===== src/rtl/spi_ctrl_pkg.sv =====
// Shared types and constants for the SPI register controller.
package spi_ctrl_pkg;

  typedef enum logic [2:0] {
    IDLE  = 3'd0,
    CMD   = 3'd1,
    WDATA = 3'd2,
    RDATA = 3'd3,
    ABORT = 3'd4
  } state_e;

  localparam int         CMD_RW_BIT = 7;
  localparam logic [7:0] TX_IDLE    = 8'h00;

endpackage


===== src/rtl/spi_sync_edge.sv =====
// Multi-flop synchroniser for one asynchronous input, with edge detection
// on the synchronised level.
module spi_sync_edge #(
  parameter int   STAGES  = 2,
  parameter logic RST_VAL = 1'b0
) (
  input  logic CLK,
  input  logic RST,
  input  logic din,
  output logic level,
  output logic rise,
  output logic fall
);

  logic [STAGES-1:0] sync_q, sync_d;
  logic              prev_q, prev_d;

  always_comb begin
    sync_d = {sync_q[STAGES-2:0], din};
    prev_d = sync_q[STAGES-1];
  end

  always_ff @(posedge CLK) begin
    if (RST) begin
      sync_q <= {STAGES{RST_VAL}};
      prev_q <= RST_VAL;
    end else begin
      sync_q <= sync_d;
      prev_q <= prev_d;
    end
  end

  assign level = sync_q[STAGES-1];
  assign rise  = level & ~prev_q;
  assign fall  = ~level & prev_q;

endmodule


===== src/rtl/spi_reg_ctrl.sv =====
// SPI register-access controller: frames bytes from synchronised SCK/CS,
// decodes the command byte and runs auto-incrementing register bursts.
module spi_reg_ctrl
  import spi_ctrl_pkg::*;
#(
  parameter int ADDR_W      = 4,
  parameter int SYNC_STAGES = 2
) (
  input  logic              CLK,
  input  logic              RST,
  input  logic              SCK,
  input  logic              CS,
  input  logic [7:0]        RX_BYTE,
  output logic [7:0]        TX_BYTE,
  output logic [ADDR_W-1:0] REG_ADDR,
  output logic [7:0]        REG_WDATA,
  output logic              REG_WE,
  output logic              REG_RE,
  input  logic [7:0]        REG_RDATA,
  output logic              BUSY,
  output logic              FRAME_ERR
);

  logic sck_lvl, sck_rise, sck_fall;
  logic cs_lvl, cs_rise, cs_fall;
  logic sck_unused_s;

  spi_sync_edge #(.STAGES(SYNC_STAGES), .RST_VAL(1'b0)) u_sck_sync (
    .CLK(CLK), .RST(RST), .din(SCK), .level(sck_lvl), .rise(sck_rise), .fall(sck_fall)
  );

  // CS resets to "selected" so a reset inside a frame cannot fake a new cs_fall.
  spi_sync_edge #(.STAGES(SYNC_STAGES), .RST_VAL(1'b0)) u_cs_sync (
    .CLK(CLK), .RST(RST), .din(CS), .level(cs_lvl), .rise(cs_rise), .fall(cs_fall)
  );

  assign sck_unused_s = sck_lvl ^ sck_rise;

  state_e            state_q, state_d;
  logic [2:0]        cnt_q, cnt_d;
  logic [7:0]        tx_q, tx_d;
  logic [ADDR_W-1:0] addr_q, addr_d;
  logic [7:0]        wdata_q, wdata_d;
  logic              we_q, we_d;
  logic              re_q, re_d;
  logic              busy_q, busy_d;
  logic              ferr_q, ferr_d;
  logic              inc_q, inc_d;
  logic              rdpend_q, rdpend_d;
  logic              count_en, byte_done;

  assign count_en  = sck_fall & ~cs_lvl & ~cs_rise;
  assign byte_done = count_en & (cnt_q == 3'd7);

  always_comb begin
    cnt_d = cnt_q;
    if (cs_fall) begin
      cnt_d = 3'd0;
    end else if (count_en) begin
      cnt_d = cnt_q + 3'd1;
    end else begin
      cnt_d = cnt_q;
    end
  end

  always_comb begin
    state_d  = state_q;
    tx_d     = tx_q;
    addr_d   = addr_q;
    wdata_d  = wdata_q;
    we_d     = 1'b0;
    re_d     = 1'b0;
    busy_d   = busy_q;
    ferr_d   = 1'b0;
    inc_d    = 1'b0;
    rdpend_d = re_q;

    // Post-write increment and read-data capture land one cycle after their strobe.
    if (inc_q) begin
      addr_d = addr_q + 1'b1;
    end else begin
      addr_d = addr_q;
    end
    if (rdpend_q && (state_q == RDATA)) begin
      tx_d = REG_RDATA;
    end else begin
      tx_d = tx_q;
    end

    case (state_q)
      IDLE: begin
        if (cs_fall) begin
          state_d = CMD;
          busy_d  = 1'b1;
          tx_d    = TX_IDLE;
        end else begin
          state_d = IDLE;
        end
      end
      CMD, WDATA, RDATA: begin
        if (cs_rise) begin
          state_d = IDLE;
          busy_d  = 1'b0;
          tx_d    = TX_IDLE;
          ferr_d  = (cnt_q != 3'd0);
        end else if (byte_done) begin
          if (state_q == CMD) begin
            addr_d = RX_BYTE[ADDR_W-1:0];
            if (RX_BYTE[CMD_RW_BIT]) begin
              re_d    = 1'b1;
              state_d = RDATA;
            end else begin
              state_d = WDATA;
            end
          end else if (state_q == WDATA) begin
            wdata_d = RX_BYTE;
            we_d    = 1'b1;
            inc_d   = 1'b1;
          end else begin
            addr_d = addr_q + 1'b1;
            re_d   = 1'b1;
          end
        end else begin
          state_d = state_q;
        end
      end
      ABORT: begin
        if (cs_lvl) begin
          state_d = IDLE;
        end else begin
          state_d = ABORT;
        end
      end
      default: begin
        state_d = ABORT;
        busy_d  = 1'b0;
      end
    endcase
  end

  always_ff @(posedge CLK) begin
    if (RST) begin
      state_q  <= ABORT;
      cnt_q    <= 3'd0;
      tx_q     <= TX_IDLE;
      addr_q   <= '0;
      wdata_q  <= 8'h00;
      we_q     <= 1'b0;
      re_q     <= 1'b0;
      busy_q   <= 1'b0;
      ferr_q   <= 1'b0;
      inc_q    <= 1'b0;
      rdpend_q <= 1'b0;
    end else begin
      state_q  <= state_d;
      cnt_q    <= cnt_d;
      tx_q     <= tx_d;
      addr_q   <= addr_d;
      wdata_q  <= wdata_d;
      we_q     <= we_d;
      re_q     <= re_d;
      busy_q   <= busy_d;
      ferr_q   <= ferr_d;
      inc_q    <= inc_d;
      rdpend_q <= rdpend_d;
    end
  end

  assign TX_BYTE   = tx_q;
  assign REG_ADDR  = addr_q;
  assign REG_WDATA = wdata_q;
  assign REG_WE    = we_q;
  assign REG_RE    = re_q;
  assign BUSY      = busy_q;
  assign FRAME_ERR = ferr_q;

endmodule


===== config.mk =====
export PLATFORM = sky130hd
export DESIGN_NAME = spi_reg_ctrl
export DESIGN_NICKNAME = d
export VERILOG_FILES = /design/src/rtl/spi_ctrl_pkg.sv /design/src/rtl/spi_sync_edge.sv /design/src/rtl/spi_reg_ctrl.sv
export SDC_FILE = /design/constraint.sdc
export NUM_CORES = 1
export LEC_CHECK = 0
export CORE_ASPECT_RATIO = 1.2
export CORE_MARGIN = 3
export CORE_UTILIZATION = 35
export CTS_CLUSTER_DIAMETER = 60
export CTS_CLUSTER_SIZE = 20
export DETAILED_ROUTE_END_ITERATION = 10
export GPL_ROUTABILITY_DRIVEN = 0
export GPL_TIMING_DRIVEN = 0
export PLACE_DENSITY_LB_ADDON = 0.08
export SLEW_MARGIN = 20
export SYNTH_ARGS = -nofsm -noshare
export SYNTH_HDL_FRONTEND = slang
export SYNTH_HIERARCHICAL = 1
export SYNTH_SLANG_ARGS = --single-unit

===== constraint.sdc =====
create_clock -name CLK -period 1.98 [get_ports CLK]
set_input_delay 0.396 -clock CLK [delete_from_list [all_inputs] [get_ports CLK]]
set_output_delay 0.396 -clock CLK [all_outputs]
set_load 0.05 [all_outputs]

==> out/qor.log, run 1 <==
qor: hold_path.min_delay_worst_type reg2reg
qor: place.dp_hpwl 2520 um
qor: route.post_drt_wl_per_cell 12.46 um
qor: cts.cts_inserted_buffers 5
qor: finish.finish.utilization 51.97%
qor: route.drc 0
qor: yosys.postSynthAreaPerCell 9.271 um^2
qor: worst_setup_path.worstReg2RegEnd REG_WDATA[2]$_SDFFE_PP0P_
qor: worst_setup_path.crit_path_cell_chain clkdlybuf4s50_1
qor: worst_setup_path.cp_max_fo 5
qor: worst_setup_path.required_worst_endpoint 1580 ps
qor: hold_path.worst_hold_path.endpoint u_cs_sync/sync_q[1]$_SDFF_PP0_
qor: worst_setup_path.reg2reg_slack 220 ps
qor: cts.ctsLongestPathBuffers 2
qor: route.iteration_0_drc_markers 49
qor: floorplan.die_h 78.64 um
qor: finish.antenna_diode_instance_count 0
qor: route.ant_nets 0
qor: worst_setup_path.critical_path.startpoint REG_ADDR[1]$_SDFF_PP0_
qor: sta.timing.hold.ws 437.5 ps
qor: worst_setup_path.endpoint_kind primary output
qor: floorplan.design.core.area 4098 um^2
qor: cts.cts-hold-fix-buffers 0
qor: power_and_ir_drop.total_design_power 1.351 mW
qor: place.post_place_cell_area 2037 um^2
qor: worst_setup_path.worst_path_max_delay_cell clkdlybuf4s50_1
qor: sta.max_freq 0.5261 GHz
qor: power_and_ir_drop.power.static_leakage 0.9309 nW
qor: sta.tightest_slew 555.7 ps
qor: global_routing.antenna_found_initial 0
qor: sta.finalSetupTns 0 ps
qor: floorplan.row_count 25
qor: global_routing.first_global_vias 1,306
qor: worst_setup_path.worstPathArrival 1500 ps
qor: sta.final.min_clock_period 1901 ps
qor: finish.layout_common_cells 39 x clkdlybuf4s50_1, 37 x dfxtp_1, 21 x nand2_1, 15 x nor2_1, 13 x a21oi_1
qor: floorplan.die_area 5232 um^2
qor: sta.fin_worst_skew 4.529 ps
qor: yosys.synth_area 1539 um^2
qor: finish.finalInstanceArea 2130 um^2
qor: route.route.final.wire_length 3365 um
qor: flow_run.max_cap_violations 0
qor: sta.setup_slack 79.35 ps
qor: global_routing.grt.total_usage 14.14%
qor: run_status.status finished, final reports clean
qor: hold_path.hp-start u_cs_sync/sync_q[0]$_SDFF_PP0_
qor: sta.slew_headroom 62.87%
qor: cts.cts_sinks 37
qor: global_routing.grt_max_degree 14
qor: yosys.synth.net_count 190
qor: finish.fin_cells 270
qor: global_routing.grt_pass1_wl 5671 um
qor: yosys.yosysWarnings 6
qor: global_routing.gr_overflow_total 0
qor: sta.rsz_0062_raised_after_global_routing false
qor: floorplan.initial_utilization 37.56%
qor: worst_setup_path.kind_of_start_point_of_the_critical_path register
qor: yosys.postSynthCellCount 166
qor: sta.final_hold_viol_count 0
qor: hold_path.worst_hold_path.num_cells 1
qor: place.port_buffers 43
qor: worst_setup_path.critical_path.n_buffers_inverters 1
qor: worst_setup_path.timing.rr.start cnt_q[0]$_SDFFE_PP0P_
qor: floorplan.io_pins 44
qor: route.via_per_inst 4.870
qor: sta.drv_slew 0
qor: worst_setup_path.cp_slowest_stage_delay 830 ps
qor: finish.drive_above_1_share 7.870%
qor: cts.clock_input_transition_at_the_sequential_cells_of_the_worst_setup_and_hold_paths 70 ps
qor: place.numPlacedInstances 263
qor: cts.cts_setup_buffers 0
qor: cts.clock_h_tree_levels 2
qor: worst_setup_path.worst-setup-path-type reg2out
qor: power_and_ir_drop.cellPowerDensity 634.5 nW/um^2
qor: place.place_ws 34.95 ps
qor: route.iteration_count_of_the_initial_detailed_routing_pass 4
qor: sta.finalSetupViolations 0
qor: finish.areaGrowthSynthToFinish 38.37%
qor: route.dr_total_vias 1,315
qor: worst_setup_path.r2r.worst_path.cells 8
qor: finish.final_layout_net_count 240
qor: cts.clock-root-buffer clkbuf_8
qor: cts.clock_tree_from_tritoncts built
qor: worst_setup_path.cpLargestDelayFamily buffers and inverters
qor: floorplan.die-width 66.53 um
qor: power_and_ir_drop.ir_drop 0.4177 mV
qor: sta.min_period_over_period 95.99%
qor: cts.clock_insertion_delay_worst_skew 280 ps
qor: finish.layout_commonest_cell clkdlybuf4s50_1
worst register-to-register path, delay by kind of cell, from the launching register on:
family                     cells  cell delay [ps]
adders and majority gates      2              380
buffers and inverters          2              360
DFF                            1              340
and+or+nand+nor                3              340
muxes                          1              200
flip-flops by register name (all words and copies together) (netlist names):
name               count
u_sck_sync/sync_q      2
cnt_q                  3
u_sck_sync/prev_q      1
u_cs_sync/sync_q       2
REG_RE                 1
TX_BYTE                8
u_cs_sync/prev_q       1
FRAME_ERR              1
rdpend_q               1
REG_ADDR               4
REG_WDATA              8
state_q                3
BUSY                   1
inc_q                  1
how the worst max path moves through the flow:
stage	slack (ps)	end	cells after the start
after CTS	30	REG_ADDR[0]	1
after global routing	6	REG_ADDR[1]	1
after floorplan	290	REG_ADDR[3]$_SDFF_PP0_	4
final	80	REG_ADDR[1]	1
after detailed placement	30	REG_ADDR[0]$_SDFF_PP0_	3
after global placement	50	REG_ADDR[0]$_SDFF_PP0_	3
what timing repair did:
item / in CTS / in global routing
hold endpoints to repair: 0 / 0
gates resized for setup: 1 / 3
setup endpoints to repair: 1 / 3
gates cloned: 0 / 0
power breakdown:
group	internal, mW	switching [mW]	total (mW)
Clock	0.276	0.241	0.517
Sequential	0.751	0.00321	0.754
Combinational	0.0475	0.0329	0.0804
final cells by class:
class	instances	area, um^2
fill	403	1968
sequential	37	740.7
multi-input combinational	117	740.7
timing repair buffer	43	436.7
clock buffer	7	86.33
tap	54	67.56
buffer	9	46.29
inverter	3	11.26
routing by layer:
layer | share of wire (%) | global-route usage [%] | wire length, um
met5 | 0 | 0 | 0
met4 | 1.6 | 6.098 | 53
met3 | 5.9 | 4.721 | 197
met2 | 48 | 24.03 | 1617
met1 | 44 | 15.76 | 1497
(Power assumes the default switching activity.)
==> run 2, diff against run 1 <==
--- a/config.mk
+++ b/config.mk
@@ -9,7 +9,7 @@
 export CORE_MARGIN = 3
 export CORE_UTILIZATION = 35
 export CTS_CLUSTER_DIAMETER = 60
-export CTS_CLUSTER_SIZE = 20
+export CTS_CLUSTER_SIZE = 24
 export DETAILED_ROUTE_END_ITERATION = 10
 export GPL_ROUTABILITY_DRIVEN = 0
 export GPL_TIMING_DRIVEN = 0
==> results of run 2 <==
The final DEF is identical to that of run 1; final timing and power are the same.
==> run 3, diff against run 2 <==
--- a/config.mk
+++ b/config.mk
@@ -5,6 +5,7 @@
 export SDC_FILE = /design/constraint.sdc
 export NUM_CORES = 1
 export LEC_CHECK = 0
+export ABC_AREA = 1
 export CORE_ASPECT_RATIO = 1.2
 export CORE_MARGIN = 3
 export CORE_UTILIZATION = 35
==> out/qor.log, run 3 <==
qor: floorplan.row_count 26 [+4.0%]
qor: cts.clock_h_tree_levels 2 [unchanged]
qor: worst_setup_path.reg2reg_slack 530 ps [+310 ps]
qor: worst_setup_path.timing.rr.start u_cs_sync/sync_q[1]$_SDFF_PP0_
qor: sta.final.min_clock_period 1911 ps [+10.04 ps]
qor: cts.clock_insertion_delay_worst_skew 280 ps [about the same]
qor: cts.cts-hold-fix-buffers 0 [unchanged]
qor: route.route.final.wire_length 3619 um [+7.5%]
qor: floorplan.design.core.area 4424 um^2 [+8.0%]
qor: worst_setup_path.worstReg2RegEnd REG_WDATA[5]$_SDFFE_PP0P_
qor: worst_setup_path.endpoint_kind primary output
qor: global_routing.grt.total_usage 13.33% [-0.81 points]
qor: sta.tightest_slew 557.8 ps [+2.143 ps]
qor: floorplan.die_area 5657 um^2 [+8.1%]
qor: hold_path.min_delay_worst_type reg2reg
qor: worst_setup_path.r2r.worst_path.cells 8 [unchanged]
qor: route.post_drt_wl_per_cell 11.17 um [-10%]
qor: sta.final_hold_viol_count 0 [unchanged]
qor: route.dr_total_vias 1,487 [+13%]
qor: cts.clock_input_transition_at_the_sequential_cells_of_the_worst_setup_and_hold_paths 70 ps [about the same]
qor: finish.layout_common_cells 42 x clkdlybuf4s50_1, 37 x dfxtp_1, 36 x nor2_1, 31 x nand2_1, 27 x inv_1
qor: power_and_ir_drop.power.static_leakage 0.9302 nW [about the same]
qor: route.iteration_0_drc_markers 56 [+14%]
qor: worst_setup_path.cp_max_fo 5 [unchanged]
qor: finish.final_layout_net_count 292 [+22%]
qor: hold_path.worst_hold_path.num_cells 2 [+1]
qor: yosys.yosysWarnings 6 [unchanged]
qor: worst_setup_path.critical_path.n_buffers_inverters 1 [unchanged]
qor: global_routing.gr_overflow_total 0 [unchanged]
qor: cts.clock_tree_from_tritoncts built
qor: worst_setup_path.worst-setup-path-type reg2out
qor: worst_setup_path.cp_slowest_stage_delay 830 ps [about the same]
qor: route.iteration_count_of_the_initial_detailed_routing_pass 4 [unchanged]
qor: global_routing.first_global_vias 1,389 [+6.4%]
qor: floorplan.die-width 69.16 um [+4.0%]
qor: sta.max_freq 0.5234 GHz [-0.53%]
qor: finish.fin_cells 324 [+20%]
qor: cts.clock-root-buffer clkbuf_8
qor: finish.finish.utilization 51.10% [-0.87 points]
qor: flow_run.max_cap_violations 0 [unchanged]
qor: place.port_buffers 43 [unchanged]
qor: cts.cts_setup_buffers 0 [unchanged]
qor: floorplan.initial_utilization 37.87% [+0.31 points]
qor: run_status.status finished, final reports clean
qor: sta.slew_headroom 62.69% [-0.18 points]
qor: place.numPlacedInstances 317 [+21%]
qor: power_and_ir_drop.cellPowerDensity 598.6 nW/um^2 [-5.7%]
qor: finish.antenna_diode_instance_count 0 [unchanged]
qor: cts.cts_sinks 37 [unchanged]
qor: finish.layout_commonest_cell clkdlybuf4s50_1
qor: route.drc 0 [unchanged]
qor: sta.finalSetupViolations 0 [unchanged]
qor: hold_path.worst_hold_path.endpoint u_sck_sync/sync_q[1]$_SDFF_PP0_
qor: yosys.synth.net_count 242 [+27%]
qor: sta.rsz_0062_raised_after_global_routing false
qor: cts.ctsLongestPathBuffers 2 [unchanged]
qor: finish.drive_above_1_share 11.94% [+4.1 points]
qor: cts.cts_inserted_buffers 5 [unchanged]
qor: route.via_per_inst 4.590 [-5.8%]
qor: worst_setup_path.crit_path_cell_chain clkdlybuf4s50_1
qor: finish.multiInputGateArea 767.0 um^2 [+3.5%]
qor: yosys.synth_area 1675 um^2 [+8.9%]
qor: route.ant_nets 0 [unchanged]
qor: sta.min_period_over_period 96.50% [+0.51 points]
qor: sta.drv_slew 0 [unchanged]
qor: floorplan.die_h 81.79 um [+4.0%]
qor: sta.fin_worst_skew 3.184 ps [-1.345 ps]
qor: worst_setup_path.kind_of_start_point_of_the_critical_path register
qor: worst_setup_path.cpLargestDelayFamily buffers and inverters
qor: hold_path.hp-start u_sck_sync/sync_q[0]$_SDFF_PP0_
qor: floorplan.io_pins 44 [unchanged]
qor: yosys.postSynthCellCount 218 [+31%]
qor: global_routing.grt_max_degree 14 [unchanged]
qor: power_and_ir_drop.total_design_power 1.353 mW [+0.16%]
qor: worst_setup_path.worst_path_max_delay_cell clkdlybuf4s50_1
qor: place.dp_hpwl 2779 um [+10%]
qor: power_and_ir_drop.ir_drop 0.3954 mV [-5.3%]
qor: worst_setup_path.worstPathArrival 1510 ps [about the same]
qor: global_routing.grt_pass1_wl 6168 um [+8.8%]
qor: finish.areaGrowthSynthToFinish 34.95%
qor: global_routing.antenna_found_initial 0 [unchanged]
qor: finish.fillers 480 [+19%]
qor: yosys.postSynthAreaPerCell 7.685 um^2 [-17%]
qor: worst_setup_path.required_worst_endpoint 1580 ps [about the same]
qor: finish.regArea 740.7 um^2 [unchanged]
run 3: worst max path at each step:
stage | start | endpoint | slack [ps] | cells past startpoint
global route | REG_ADDR[1]$_SDFF_PP0_ | REG_ADDR[1] | 3 | 1
floorplan | REG_ADDR[0]$_SDFF_PP0_ | REG_ADDR[2]$_SDFF_PP0_ | 500 | 8
detailed placement | RST | REG_ADDR[1]$_SDFF_PP0_ | -90 | 5
global placement | RST | REG_ADDR[1]$_SDFF_PP0_ | -110 | 5
finish | REG_ADDR[1]$_SDFF_PP0_ | REG_ADDR[1] | 70 | 1
CTS | REG_ADDR[1]$_SDFF_PP0_ | REG_ADDR[1] | 40 | 1
run 3: cell type report:
type | instances | area share [%]
clock buffers | 7 | 3.818
flip-flops and latches | 37 | 32.76
inverters | 31 | 5.257
plain buffers | 6 | 2.158
well taps | 56 | 3.099
repair buffers | 43 | 18.98
multi-input cells | 144 | 33.92
run 3: report_power, final:
group	leakage (nW)	internal, mW	switching, mW
Clock	0.0443	0.276	0.243
Combinational	0.587	0.0431	0.0350
Sequential	0.299	0.752	0.00443
run 3: what timing repair did:
action,in CTS,in global routing
gates resized for setup,1,0
hold endpoints to repair,0,0
setup endpoints to repair,1,0
run 3: worst min-delay path: cells and delay by family, from the launching register on:
family / cells / cell delay (ps)
flip-flops: 1 / 300
buffers and inverters: 1 / 40
AND/OR/NAND/NOR: 1 / 30
run 3: through the flow:
stage | area (um^2) | worst slack, ps | TNS [ps] | hold WS [ps]
after floorplan | 1675 | 495.7 | 0 | 388.3
after global placement | 2176 | -113.4 | -916.8 | 390.5
after detailed placement | 2176 | -85.76 | -596.0 | 395.9
after CTS | 2261 | 42.46 | 0 | 405.7
after global routing | 2261 | 3.229 | 0 | 417.9
final | 2261 | 69.31 | 0 | 402.4
run 3: metal layers:
metal / GRT usage (%) / wire length (um)
met2: 22.71 / 1737
met5: 0 / 0
met1: 15.59 / 1664
met4: 4.297 / 22
met3: 5.018 / 195
